==> src/rtl/mem_stage_pkg.sv <==
// Shared definitions for the MEM pipeline stage: FSM state encoding,
// byte-enable constants and the byte-lane enable helper.
package mem_stage_pkg;

    typedef enum logic [0:0] {
        ST_IDLE = 1'b0,
        ST_REQ  = 1'b1
    } state_e;

    localparam logic [3:0] BE_NONE = 4'h0;
    localparam logic [3:0] BE_WORD = 4'hF;

    // One-hot byte enable for a little-endian byte lane
    function automatic logic [3:0] byte_lane_be(input logic [1:0] lane);
        return 4'b0001 << lane;
    endfunction

endpackage

==> src/rtl/mem_stage_if.sv <==
// Data-memory port between the MEM stage (master) and data memory (slave).
// mem_req is held until the single-cycle mem_ack pulse; mem_rdata is valid with it.
interface mem_stage_if #(
    parameter int ADDR_W = 32,
    parameter int DATA_W = 32
);
    logic                mem_req;
    logic                mem_we;
    logic [ADDR_W-1:0]   mem_addr;
    logic [DATA_W-1:0]   mem_wdata;
    logic [DATA_W/8-1:0] mem_be;
    logic                mem_ack;
    logic [DATA_W-1:0]   mem_rdata;

    modport master (
        output mem_req, mem_we, mem_addr, mem_wdata, mem_be,
        input  mem_ack, mem_rdata
    );

    modport slave (
        input  mem_req, mem_we, mem_addr, mem_wdata, mem_be,
        output mem_ack, mem_rdata
    );
endinterface

==> src/rtl/mem_stage_store_buffer.sv <==
// Single-entry posted store buffer for the MEM stage (used with STORE_BUFFER_EN).
// Holds an already-formatted store (aligned address, lane-replicated data, byte
// enables) until the stage drains it through its memory request.
module mem_stage_store_buffer #(
    parameter int ADDR_W = 32,
    parameter int DATA_W = 32
) (
    input  logic              clock,
    input  logic              reset,
    input  logic              push,
    input  logic              pop,
    input  logic [ADDR_W-1:0] push_addr,
    input  logic [DATA_W-1:0] push_data,
    input  logic [3:0]        push_be,
    output logic              valid,
    output logic [ADDR_W-1:0] addr,
    output logic [DATA_W-1:0] data,
    output logic [3:0]        be
);
    logic              valid_q, valid_d;
    logic [ADDR_W-1:0] addr_q, addr_d;
    logic [DATA_W-1:0] data_q, data_d;
    logic [3:0]        be_q, be_d;

    // Next entry: pop empties, push (only offered when empty) fills
    always_comb begin
        valid_d = valid_q;
        addr_d  = addr_q;
        data_d  = data_q;
        be_d    = be_q;
        if (pop) begin
            valid_d = 1'b0;
        end
        if (push) begin
            valid_d = 1'b1;
            addr_d  = push_addr;
            data_d  = push_data;
            be_d    = push_be;
        end
    end

    // Occupancy flag is the only state that needs reset
    always_ff @(posedge clock or posedge reset) begin
        if (reset) begin
            valid_q <= 1'b0;
        end else begin
            valid_q <= valid_d;
        end
    end

    // Entry payload, qualified by valid_q
    always_ff @(posedge clock) begin
        addr_q <= addr_d;
        data_q <= data_d;
        be_q   <= be_d;
    end

    assign valid = valid_q;
    assign addr  = addr_q;
    assign data  = data_q;
    assign be    = be_q;
endmodule

==> src/rtl/mem_stage.sv <==
// MEM pipeline stage: issues loads/stores on the data-memory req/ack port,
// stalls upstream until each access completes and registers MEM/WB results.
// Byte loads are sign-extended; word accesses ignore addr[1:0].
// Optional macro STORE_BUFFER_EN adds a 1-entry posted store buffer.
module mem_stage #(
    parameter int ADDR_W = 32,
    parameter int DATA_W = 32
) (
    input  logic        clock,
    input  logic        reset,
    input  logic        in_memRead,
    input  logic        in_memWrite,
    input  logic        in_word,
    input  logic        in_regWrite,
    input  logic        in_flush,
    input  logic [31:0] in_result,
    input  logic [31:0] in_readData2,
    input  logic [4:0]  in_rd,
    output logic        stall,
    mem_stage_if.master mem,
    output logic        wb_regWrite,
    output logic        wb_memToReg,
    output logic [4:0]  wb_rd,
    output logic [31:0] wb_result,
    output logic [31:0] wb_readData
);
    import mem_stage_pkg::*;

    function automatic logic [31:0] sign_ext_byte(input logic [31:0] word, input logic [1:0] lane);
        logic [7:0] b;
        b = word[{lane, 3'b000} +: 8];
        return {{24{b[7]}}, b};
    endfunction

    state_e            state_q, state_d;
    logic              drain_q, drain_d;
    logic              mem_req_q, mem_req_d;
    logic              mem_we_q, mem_we_d;
    logic [3:0]        mem_be_q, mem_be_d;
    logic [ADDR_W-1:0] mem_addr_q, mem_addr_d;
    logic [DATA_W-1:0] mem_wdata_q, mem_wdata_d;
    logic              is_load_q, is_load_d;
    logic              reg_write_q, reg_write_d;
    logic              word_q, word_d;
    logic [1:0]        lane_q, lane_d;
    logic [4:0]        rd_q, rd_d;
    logic [31:0]       result_q, result_d;
    logic              wb_reg_write_q, wb_reg_write_d;
    logic              wb_mem_to_reg_q, wb_mem_to_reg_d;
    logic [4:0]        wb_rd_q, wb_rd_d;
    logic [31:0]       wb_result_q, wb_result_d;
    logic [31:0]       wb_read_data_q, wb_read_data_d;
    logic              stall_c;

    logic              memop;
    logic              store_only;
    logic [ADDR_W-1:0] acc_addr;
    logic [DATA_W-1:0] acc_wdata;
    logic [3:0]        acc_be;
    logic [31:0]       ld_data;

    logic              sb_valid;
    logic [ADDR_W-1:0] sb_addr;
    logic [DATA_W-1:0] sb_wdata;
    logic [3:0]        sb_be;

    assign memop      = (in_memRead | in_memWrite) & ~in_flush;
    assign store_only = in_memWrite & ~in_memRead;
    assign acc_addr   = {in_result[ADDR_W-1:2], 2'b00};
    assign acc_be     = in_word ? BE_WORD : byte_lane_be(in_result[1:0]);
    assign acc_wdata  = in_word ? in_readData2 : {4{in_readData2[7:0]}};
    assign ld_data    = word_q ? mem.mem_rdata : sign_ext_byte(mem.mem_rdata, lane_q);

`ifdef STORE_BUFFER_EN
    localparam bit SB_EN = 1'b1;
    logic sb_push;
    logic sb_pop;

    // Capture a store only in IDLE with the buffer empty; release on drain ack
    assign sb_push = (state_q == ST_IDLE) & ~sb_valid & memop & store_only;
    assign sb_pop  = (state_q == ST_REQ) & drain_q & mem.mem_ack;

    mem_stage_store_buffer #(
        .ADDR_W (ADDR_W),
        .DATA_W (DATA_W)
    ) u_store_buffer (
        .clock     (clock),
        .reset     (reset),
        .push      (sb_push),
        .pop       (sb_pop),
        .push_addr (acc_addr),
        .push_data (acc_wdata),
        .push_be   (acc_be),
        .valid     (sb_valid),
        .addr      (sb_addr),
        .data      (sb_wdata),
        .be        (sb_be)
    );
`else
    localparam bit SB_EN = 1'b0;
    assign sb_valid = 1'b0;
    assign sb_addr  = '0;
    assign sb_wdata = '0;
    assign sb_be    = BE_NONE;
`endif

    // Next-state, memory request and MEM/WB result selection
    always_comb begin
        state_d         = state_q;
        drain_d         = drain_q;
        mem_req_d       = mem_req_q;
        mem_we_d        = mem_we_q;
        mem_be_d        = mem_be_q;
        mem_addr_d      = mem_addr_q;
        mem_wdata_d     = mem_wdata_q;
        is_load_d       = is_load_q;
        reg_write_d     = reg_write_q;
        word_d          = word_q;
        lane_d          = lane_q;
        rd_d            = rd_q;
        result_d        = result_q;
        wb_reg_write_d  = wb_reg_write_q;
        wb_mem_to_reg_d = wb_mem_to_reg_q;
        wb_rd_d         = wb_rd_q;
        wb_result_d     = wb_result_q;
        wb_read_data_d  = wb_read_data_q;
        stall_c         = 1'b0;

        unique case (state_q)
            ST_IDLE: begin
                wb_reg_write_d  = in_regWrite & ~in_flush;
                wb_mem_to_reg_d = 1'b0;
                wb_rd_d         = in_rd;
                wb_result_d     = in_result;
                if (sb_valid) begin
                    // Drain the posted store; a memory op behind it waits
                    state_d     = ST_REQ;
                    drain_d     = 1'b1;
                    mem_req_d   = 1'b1;
                    mem_we_d    = 1'b1;
                    mem_addr_d  = sb_addr;
                    mem_wdata_d = sb_wdata;
                    mem_be_d    = sb_be;
                    if (memop) begin
                        stall_c        = 1'b1;
                        wb_reg_write_d = 1'b0;
                    end
                end else if (memop) begin
                    wb_reg_write_d = 1'b0;
                    // A posted store is taken by the buffer and retires as a bubble
                    if (!(SB_EN && store_only)) begin
                        stall_c     = 1'b1;
                        state_d     = ST_REQ;
                        drain_d     = 1'b0;
                        mem_req_d   = 1'b1;
                        mem_we_d    = ~in_memRead;
                        mem_addr_d  = acc_addr;
                        mem_wdata_d = acc_wdata;
                        mem_be_d    = acc_be;
                        is_load_d   = in_memRead;
                        reg_write_d = in_regWrite;
                        word_d      = in_word;
                        lane_d      = in_result[1:0];
                        rd_d        = in_rd;
                        result_d    = in_result;
                    end
                end
            end
            ST_REQ: begin
                if (drain_q) begin
                    // Non-memory instructions flow past a draining store
                    stall_c         = memop;
                    wb_reg_write_d  = in_regWrite & ~in_flush & ~memop;
                    wb_mem_to_reg_d = 1'b0;
                    wb_rd_d         = in_rd;
                    wb_result_d     = in_result;
                end else begin
                    // In-flight access is older than any flush and always completes
                    stall_c         = ~mem.mem_ack;
                    wb_reg_write_d  = 1'b0;
                    wb_mem_to_reg_d = 1'b0;
                end
                if (mem.mem_ack) begin
                    state_d   = ST_IDLE;
                    drain_d   = 1'b0;
                    mem_req_d = 1'b0;
                    mem_we_d  = 1'b0;
                    mem_be_d  = BE_NONE;
                    if (!drain_q) begin
                        wb_reg_write_d  = is_load_q & reg_write_q;
                        wb_mem_to_reg_d = is_load_q;
                        wb_rd_d         = rd_q;
                        wb_result_d     = result_q;
                        if (is_load_q) begin
                            wb_read_data_d = ld_data;
                        end
                    end
                end
            end
            default: begin
                state_d = ST_IDLE;
            end
        endcase
    end

    // Control and MEM/WB registers; async reset abandons any open request at once
    always_ff @(posedge clock or posedge reset) begin
        if (reset) begin
            state_q         <= ST_IDLE;
            drain_q         <= 1'b0;
            mem_req_q       <= 1'b0;
            mem_we_q        <= 1'b0;
            mem_be_q        <= BE_NONE;
            wb_reg_write_q  <= 1'b0;
            wb_mem_to_reg_q <= 1'b0;
            wb_rd_q         <= '0;
            wb_result_q     <= '0;
            wb_read_data_q  <= '0;
        end else begin
            state_q         <= state_d;
            drain_q         <= drain_d;
            mem_req_q       <= mem_req_d;
            mem_we_q        <= mem_we_d;
            mem_be_q        <= mem_be_d;
            wb_reg_write_q  <= wb_reg_write_d;
            wb_mem_to_reg_q <= wb_mem_to_reg_d;
            wb_rd_q         <= wb_rd_d;
            wb_result_q     <= wb_result_d;
            wb_read_data_q  <= wb_read_data_d;
        end
    end

    // Latched access fields, only consumed while a request is open
    always_ff @(posedge clock) begin
        mem_addr_q  <= mem_addr_d;
        mem_wdata_q <= mem_wdata_d;
        is_load_q   <= is_load_d;
        reg_write_q <= reg_write_d;
        word_q      <= word_d;
        lane_q      <= lane_d;
        rd_q        <= rd_d;
        result_q    <= result_d;
    end

    // Stall must act in the same cycle the instruction is presented
    assign stall         = stall_c & ~reset;
    assign mem.mem_req   = mem_req_q;
    assign mem.mem_we    = mem_we_q;
    assign mem.mem_addr  = mem_addr_q;
    assign mem.mem_wdata = mem_wdata_q;
    assign mem.mem_be    = mem_be_q;
    assign wb_regWrite   = wb_reg_write_q;
    assign wb_memToReg   = wb_mem_to_reg_q;
    assign wb_rd         = wb_rd_q;
    assign wb_result     = wb_result_q;
    assign wb_readData   = wb_read_data_q;
endmodule

==> src/flat_wrapper.sv <==
// flat-port wrapper written by rule: the top's interface ports become plain ports
module mem_stage_flat import mem_stage_pkg::*;
#(
    parameter int ADDR_W = 32,
    parameter int DATA_W = 32
)
  (clock, reset, in_memRead, in_memWrite, in_word, in_regWrite, in_flush, in_result, in_readData2, in_rd, stall, wb_regWrite, wb_memToReg, wb_rd, wb_result, wb_readData, mem_mem_req, mem_mem_we, mem_mem_addr, mem_mem_wdata, mem_mem_be, mem_mem_ack, mem_mem_rdata);
  mem_stage_if #(.ADDR_W(ADDR_W), .DATA_W(DATA_W)) mem_i ();
  input  logic clock;
  input  logic reset;
  input  logic in_memRead;
  input  logic in_memWrite;
  input  logic in_word;
  input  logic in_regWrite;
  input  logic in_flush;
  input  logic [31:0] in_result;
  input  logic [31:0] in_readData2;
  input  logic [4:0] in_rd;
  output logic stall;
  output logic wb_regWrite;
  output logic wb_memToReg;
  output logic [4:0] wb_rd;
  output logic [31:0] wb_result;
  output logic [31:0] wb_readData;
  output wire logic [$bits(mem_i.mem_req)-1:0] mem_mem_req;
  output wire logic [$bits(mem_i.mem_we)-1:0] mem_mem_we;
  output wire logic [$bits(mem_i.mem_addr)-1:0] mem_mem_addr;
  output wire logic [$bits(mem_i.mem_wdata)-1:0] mem_mem_wdata;
  output wire logic [$bits(mem_i.mem_be)-1:0] mem_mem_be;
  input wire logic [$bits(mem_i.mem_ack)-1:0] mem_mem_ack;
  input wire logic [$bits(mem_i.mem_rdata)-1:0] mem_mem_rdata;
  assign mem_mem_req = mem_i.mem_req;
  assign mem_mem_we = mem_i.mem_we;
  assign mem_mem_addr = mem_i.mem_addr;
  assign mem_mem_wdata = mem_i.mem_wdata;
  assign mem_mem_be = mem_i.mem_be;
  assign mem_i.mem_ack = mem_mem_ack;
  assign mem_i.mem_rdata = mem_mem_rdata;
  mem_stage #(.ADDR_W(ADDR_W), .DATA_W(DATA_W)) u_core (.clock(clock), .reset(reset), .in_memRead(in_memRead), .in_memWrite(in_memWrite), .in_word(in_word), .in_regWrite(in_regWrite), .in_flush(in_flush), .in_result(in_result), .in_readData2(in_readData2), .in_rd(in_rd), .stall(stall), .mem(mem_i), .wb_regWrite(wb_regWrite), .wb_memToReg(wb_memToReg), .wb_rd(wb_rd), .wb_result(wb_result), .wb_readData(wb_readData));
endmodule
==> config.mk <==
export PLATFORM = sky130hd
export DESIGN_NAME = mem_stage_flat
export DESIGN_NICKNAME = d
export VERILOG_FILES = /design/src/rtl/mem_stage_pkg.sv /design/src/rtl/mem_stage_if.sv /design/src/rtl/mem_stage_store_buffer.sv /design/src/rtl/mem_stage.sv /design/src/flat_wrapper.sv
export SDC_FILE = /design/constraint.sdc
export NUM_CORES = 1
export LEC_CHECK = 0
export CAP_MARGIN = 5
export CORE_AREA = 2 2 177 145
export CTS_CLUSTER_DIAMETER = 50
export DETAILED_ROUTE_END_ITERATION = 7
export DIE_AREA = 0 0 179 147
export MAX_ROUTING_LAYER = met4
export PLACE_DENSITY_LB_ADDON = 0.3
export SLEW_MARGIN = 20
export SYNTH_ARGS = -nofsm -noshare
export SYNTH_HDL_FRONTEND = slang
export SYNTH_SLANG_ARGS = --single-unit
==> constraint.sdc <==
create_clock -name clock -period 9.1 [get_ports clock]
set_clock_uncertainty 0.15 [all_clocks]
set_input_delay 2.275 -clock clock [delete_from_list [all_inputs] [get_ports clock]]
set_output_delay 2.275 -clock clock [all_outputs]
set_load 0.02 [all_outputs]
==> flow_results.org, run 1 <==
** Layout
- Count of nets after finishing :: between 800 and 900
- Area delta synth->final :: 56.6%
- In the layout the commonest cells are 247 x clkdlybuf4s50_1, 93 x a21oi_1, 77 x dfrtp_1.
- The repair_antennas step left the layout with diodes totalling 0.
- Fraction of final layout cells sized beyond drive strength 1 :: 0.0592
- Commonest non-fill, non-tap cell in the layout :: clkdlybuf4s50_1

** Setup path
- CP Class :: input port to primary output
- The largest individual stage delay along the critical path comes from the cell buf_4.
- Critical path peak fanout :: 41
- Type of element capturing the critical path :: primary output
- Crit path DAT :: between 3000 and 4000 ps
- Slowest Stage Delay on Critical Path :: 580 ps
- At the worst endpoint, the required time is between 6000 and 7000 ps.
- The worst setup path is launched from an input port.
- Critical path, cell by cell :: buf_2 > buf_4 > nand2b_1 > a21oi_1 > clkdlybuf4s50_1

** Synthesis
- The share of the Yosys chip area taken by registers is 0.681.
- In the synthesized netlist, the number of instances is 506.
- A synthesized cell averages approximately 12 sq um.
- Area of the mapped netlist :: 6040 sq um
- After synthesis, the largest family of logic cells by area is compound AO/OA/AOI/OAI gates.
- Sorting the synthesized cells by area gives the leading types as edfxtp_1 36%, dfrtp_1 32%, a21oi_1 7.7%.
- For this run, the number of Yosys warnings is 0.
- Fraction of post-synthesis cell area in the top cell type by area :: 0.358
- Of all cell types, the one taking the most synthesized area is edfxtp_1.
- Unique cell type count in the Yosys netlist :: 29
- Portion of netlist area occupied by mux cells :: 0.0750
- Synth Area in Simple Gates :: 0.104
- Of the total synthesized cell area, the portion taken by XOR and XNOR cells is 0.
- Of the total synthesized cell area, the portion taken by full adders, half adders and majority gates is 0.
- Number of register bits inferred by synthesis :: 150
- The fraction of the mapped netlist area in compound gates is 0.105.

** Clock tree
- Worst skew pair latency :: between 400 and 500 ps
- Buffers inserted during clock tree synthesis total 17.
- Hold buffers post-CTS :: 0
- After clock tree synthesis, the setup repair step added 0 buffers.
- Clock tree from TritonCTS :: built
- CTS saw 150 sinks.
- Clock-pin slew was measured on the worst setup and hold paths at 60 ps.
- Clk root buf :: clkbuf_16
- The H-tree was split into 4 levels.
- The clock passes through at most 2 buffers.
- PostCTS Resize Cnt :: 0

** Die
- 251 I/O pins were placed.
- Vertical extent of the die :: about 150 um
- Floorplan row count :: 52
- The die covers between 20000 and 30000 sq um.
- The floorplan step defined a core boundary enclosing roughly 25000 sq um.
- The floorplan step set the die width to roughly 180 um.
- The initial utilization of the core area, before any placement, comes to 0.245.

** Timing
- Setup TNS Final :: 0 ps
- Worst Tran Pin Value :: roughly 1100 ps
- Hold Worst Slack :: 336 ps
- The final hold violation count was 0.
- Fin crit period :: 6210 ps
- Dividing the final minimum period by the clock period gives 0.682.
- Unrepaired setup endpoints after global routing :: no
- Setup violations remaining at the end of the flow were counted as 0.
- Highest achievable clock rate :: about 0.16 GHz
- Pins Over Slew Limit :: 0
- Relative slew margins :: 0.287

** GRT
- The first global-routing pass estimated between 20000 and 30000 um of wire.
- Initial antenna violation count :: 0
- For this run the aggregate overflow at the end of global routing stands at 0.
- Entering global routing, the biggest net connects a little under 80 pins.
- Number of global-route vias before repair :: about 4700
- Gr usage total :: 0.143

** Drt
- Vias :: ~4700
- Wire segments on met2 add up to 8210 um in the final route.
- Wire length on met3 :: 1890 um
- For this run, the detailed router's first-pass iteration total came to 4.
- The count of nets left with antenna violations once routing finished came out at 0.
- Top sig layer :: met4
- Dividing the detail-routed wire length by the instance count gives 16.8 um.
- The final layout contains routed wiring with a total length of about 18000 um.
- Using the TritonRoute via totals, the vias-per-cell ratio works out to around 4.3.
- The detailed router put a total of 7910 um of wire on met1.
- # DRC :: 0
- In this run, the number of DRC markers left after iteration 0 of detailed routing was 200.

** Outcome
- Result of the run :: completed

** Power and ir drop
- Peak ir drop on the vdd network :: roughly 100 uV
- Static leakage power :: between 3 and 4 nW
- Power spread over the standard cell area amounts to ~230 nW/um^2.

** Place
- Detailed placement finished with a half-perimeter wire length of 12500 um.
- Final GP Congestion :: 0.838
- During placement, the flow inserted port buffers numbering 248.

** Job
- Max-cap violations in this run came to 0.

** Hold path
- Min-delay worst type :: register to register
state kept, by name (all words and copies together) (netlist names):
signal                cells
u_core.mem.mem_wdata     32
u_core.wb_rd              5
u_core.state_q            1
u_core.wb_result         32
u_core.mem.mem_req        1
u_core.mem.mem_be         4
u_core.reg_write_q        1
u_core.rd_q               5
u_core.wb_readData       32
u_core.mem.mem_we         1
u_core.is_load_q          1
u_core.mem.mem_addr       1
u_core.word_q             1
u_core.result_q          31
u_core.wb_regWrite        1
u_core.wb_memToReg        1
cell usage after synthesis:
cell,n
buf_1,5
a2111oi_0,6
o31ai_1,1
and3_1,6
a31o_2,1
edfxtp_1,72
mux4_2,1
a21o_1,1
conb_1,1
nand2b_1,10
nor2b_1,6
dfrtp_1,78
nor2_1,65
clkinv_1,1
nand3_1,1
o21ai_0,6
a32o_1,1
o21bai_1,1
mux2i_1,43
o21ai_1,7
inv_1,5
buf_4,2
buf_6,4
nor3b_1,1
nand2_1,63
o21ba_2,1
buf_2,12
clkbuf_1,12
a21oi_1,93
area by class of cell:
type,count,area [sq um]
Inverter,6,25.0
Multi-Input combinational cell,316,1730
Clock inverter,13,198
Fill cell,2456,15200
Clock buffer,19,433
Sequential cell,150,4120
Timing Repair Buffer,256,2560
Tap cell,324,405
power breakdown:
part / leakage (nW) / switching, W / internal (W)
combinational: 1.91 / 0.000295 / 0.000266
sequential: 1.57 / 0.0000567 / 0.000821
clock: 0.310 / 0.000299 / 0.000466
logic make-up (layout without fill, tap and decap cells):
kind of cell,after synthesis,count (layout)
DFF,150,150
other,1,2
buffers and inverters,41,294
AOI/OAI and AO/OA,118,118
muxes,44,44
and+or+nand+nor,152,152
worst max-delay path, delay by kind of cell:
kind	cells	cell delay (ps)
buffers and inverters	3	1220
and+or+nand+nor	1	210
AOI/OAI and AO/OA	1	80
layer usage:
metal,GRT usage,up-vias
met4,0.0374,0
met3,0.0639,14
met2,0.213,204
li1,-,2271
met1,0.177,2190
met5,-,-
metrics by stage:
stage                     setup WS [ps]  instances  power (W)  instance area, sq um  utilization
final                              2890       1084    0.00220                  9460        0.384
after global routing               2760       1084    0.00232                  9460        0.384
after CTS                          2840       1083    0.00224                  9430        0.382
after detailed placement           2830       1051    0.00146                  8800        0.357
after global placement             2850       1051    0.00145                  8800        0.357
after floorplan                    3560        507    0.00115                  6050            -
worst paths after layout:
path                                    endpoint  slack, ps               start  depth (start not counted)
setup / recovery                           stall       2890         mem_mem_ack                          5
hold / removal                u_core.wb_regWrite        340  u_core.reg_write_q                          1
setup reg to reg           u_core.wb_readData[6]       6180      u_core.state_q                          6
hold reg to reg               u_core.wb_regWrite        340  u_core.reg_write_q                          1
max in group asynchronous         u_core.state_q       5560               reset                          3
min in group asynchronous   u_core.wb_result[16]       2040               reset                          2
Note: power is estimated with default switching activity, not from simulation.
==> inputs of run 2 (changes only) <==
clock period = 5.43 ns   (was 9.1 ns; I/O delays follow)
==> run 2 against run 1 <==
Compared with the run above:
- sequential share of layout area is 0.38 points higher
- core utilization decreased by 0.33 points
- combinational power rose by 67%
- critical path type unchanged
- first-iteration DRC count increased by 2.0%
- cell count stayed put
- total power up 62%
- critical path depth fell by 1
- worst setup slack worse by 1800 ps
==> flow_results.org, run 2 (same netlist as run 1, synthesis figures left out) <==
** Setup path
- The depth of the worst register-to-register path is 5 (-1).
- Slowest Stage Delay on Critical Path :: 550 ps (-30 ps)
- STA classifies the critical path startpoint as an input port.
- By instance count, the cell type seen most on the critical path is clkdlybuf4s50_1.
- CP Class :: input port to primary output
- The arrival time reported for the critical path endpoint is 2850 ps (-930 ps).
- Worst reg2reg setup slack :: 2460 ps (-3720 ps)
- Among all stages on the critical path, the largest delay is contributed by clkdlybuf4s50_1.
- Critical path, cell by cell :: clkdlybuf4s50_1 > o21ai_1 > a21oi_1 > clkdlybuf4s50_1
- On the critical path the largest part of the delay comes from buffers and inverters.
- Required time of the critical path :: 3920 ps (-2760 ps)
- The maximum fanout count along the critical path came to 5 (-88%).
- Worst reg2reg path startpoint :: u_core.state_q
- In this run the critical register-to-register path is captured at u_core.wb_regWrite.
- The count of buffer and inverter cells on the critical path is 2 (-1).
- STA classifies the critical path endpoint as a primary output.

** Power and ir drop
- Pwr Total :: 0.00357 W (+62%)
- The power density over cell area came to 380 nW/um^2 (+63%).
- The cell leakage power came to 3.73 nW (-1.4%).
- Peak ir drop on the vdd network :: 155 uV (+56%)

** Die
- The area of the placeable core is 24700 sq um (unchanged).
- The starting density of the core was 0.245 (unchanged).
- The floorplan die area is 26300 sq um (unchanged).
- Vertical extent of the die :: 147 um (unchanged)
- Die Span X :: 179 um (unchanged)
- Floorplan row count :: 52 (unchanged)
- The top-level port count came to 251 (unchanged).

** Layout
- The number of nets in the final layout is 856 (unchanged).
- The library cells used most frequently in the layout, excluding fill and tap cells, are 247 x clkdlybuf4s50_1, 93 x a21oi_1, 77 x dfrtp_1.
- Area delta synth->final :: 55.2%
- Ant. Diodes :: 0 (unchanged)
- Leaving out fill and tap cells, the most frequent cell in the layout is clkdlybuf4s50_1.
- Post-route design area :: 9380 sq um (-0.87%)
- Fraction of final layout cells sized beyond drive strength 1 :: 0.0605 (+0.00132)

** Drt
- Via density :: 4.30 (-0.28%)
- The count of routing violations after the opening detailed-route iteration is 204 (+2.0%).
- The total detailed-routing wirelength came to 18300 um (+0.43%).
- Per-cell routed wire length :: 16.9 um (+0.43%)
- The final routed DRC violation total is 0 (unchanged).
- The first-pass iteration count of the detailed router came to 4 (unchanged).
- Antenna Nets Post-Route :: 0 (unchanged)
- The via total after detailed routing came to 4666 (-0.28%).

** Clock tree
- Clock tree from TritonCTS :: built
- TritonCTS sink count :: 150 (unchanged)
- Clock tree synthesis selected as its root buffer the cell clkbuf_16.
- The level count of the clock H-tree is 4 (unchanged).
- The post-CTS setup repair buffer count came to 0 (unchanged).
- The later-pin clock latency in the skew report was 410 ps (about the same).
- The maximum buffer depth of the clock tree came to 2 (unchanged).
- The post-cts gate resize count came to 0 (unchanged).
- The number of clock buffers inserted by TritonCTS came to 17 (unchanged).
- The clock slew at the register clock pins of the worst setup and hold paths is 60 ps (about the same).
- The number of hold-repair buffers added at the cts stage came to 0 (unchanged).

** Hold path
- The min-delay analysis places its worst path in the category register to register.
- The startpoint identified for the worst hold timing path is u_core.mem.mem_req.
- The worst hold path terminates at u_core.mem.mem_req.
- The worst hold path cell count is 2 (+1).

** Timing
- The headroom to the max-slew limit came to 0.317 (+0.0303).
- The minimum setup slack in the final design came to 1070 ps (-1820 ps).
- Hold Worst Slack :: 328 ps (-8.70 ps)
- Final setup vio count :: 0 (unchanged)
- Unrepaired setup endpoints after global routing :: no
- Ratio of final minimum period to clock period :: 0.803
- The final hold violation count was 0 (unchanged).
- The aggregate negative setup slack was 0 ps (unchanged).
- Static timing analysis puts the maximum clock frequency at 0.229 GHz.
- Fin crit period :: roughly 4400 ps
- The final-report max-slew violation count is 0 (unchanged).
- The actual transition at the worst max-transition pin came to 1020 ps (-44.3 ps).

** Place
- Placed wire-length estimate :: 12900 um (+2.6%)
- The area of placed instances was 8810 sq um (about the same).
- Post-place setup slack :: 1060 ps (-1770 ps)
- Count of input and output buffers :: 248 (unchanged)
- Final GP Congestion :: 0.864 (+3.1%)

** Job
- The number of max-cap violations is 0 (unchanged).

** GRT
- First-pass GRT wire length :: 27600 um (+1.1%)
- The number of global-route vias before repair was 4879 (+4.0%).
- The total global routing overflow is 0 (unchanged).
- Gr usage total :: 0.144 (+0.000293)
- Maximum number of pins on one net before global-route repair :: 79 (unchanged)
- Initial antenna violation count :: 0 (unchanged)

** Outcome
- The flow ran to the end, and the final reports show no timing, DRC or antenna violations.
## run 2: cell count changes in the layout (fill, tap and decap cells not counted), sizes merged
cell      previous run  this run
bufinv               4         1
clkbuf              19        18
clkinv               7         6
clkinvlp             0         3
inv                  8        10
## run 2: cell type report
class                      count  area (sq um)
clock inverter                14           139
fill                        2441         15300
timing repair buffer         256          2540
inverter                       6          25.0
tap                          324           405
multi-input combinational    316          1730
sequential                   150          4120
clock buffer                  18           429
## run 2: metal layers
metal | track usage | up-vias | wire length (um)
met5 | - | - | 0
met4 | 0.0419 | 0 | 238
met3 | 0.0621 | 15 | 1970
met2 | 0.216 | 204 | 8230
met1 | 0.175 | 2192 | 7860
li1 | - | 2255 | -
## run 2: where the power goes
group          switching [W]  internal (W)  total, W
clock               0.000513      0.000644   0.00116
sequential         0.0000928       0.00138   0.00147
combinational       0.000496      0.000443  0.000939
total                0.00110       0.00246   0.00357
## run 2: worst max path at each step
stage                start          endpoint  slack, ps  cells after the start
2_1_floorplan  in_memWrite  u_core.is_load_q       1270                      2
3_3_place_gp    in_memRead             stall       1060                      4
3_5_place_dp    in_memRead             stall       1060                      4
4_1_cts         in_memRead             stall       1060                      4
5_1_grt           in_flush             stall        920                      5
6_report        in_memRead             stall       1070                      4
## run 2: through the flow
step,utilization,instances
floorplan,-,507
finish,0.380,1084
global route,0.380,1084
CTS,0.380,1084
detailed placement,0.357,1052
global placement,0.357,1052
## run 2: worst reg2reg max path, stage by stage, from the launching register on
cell	delay, ps
dfrtp_2	400
buf_4	360
nand3_1	180
buf_4	340
clkinv_1	880
a32o_1	540
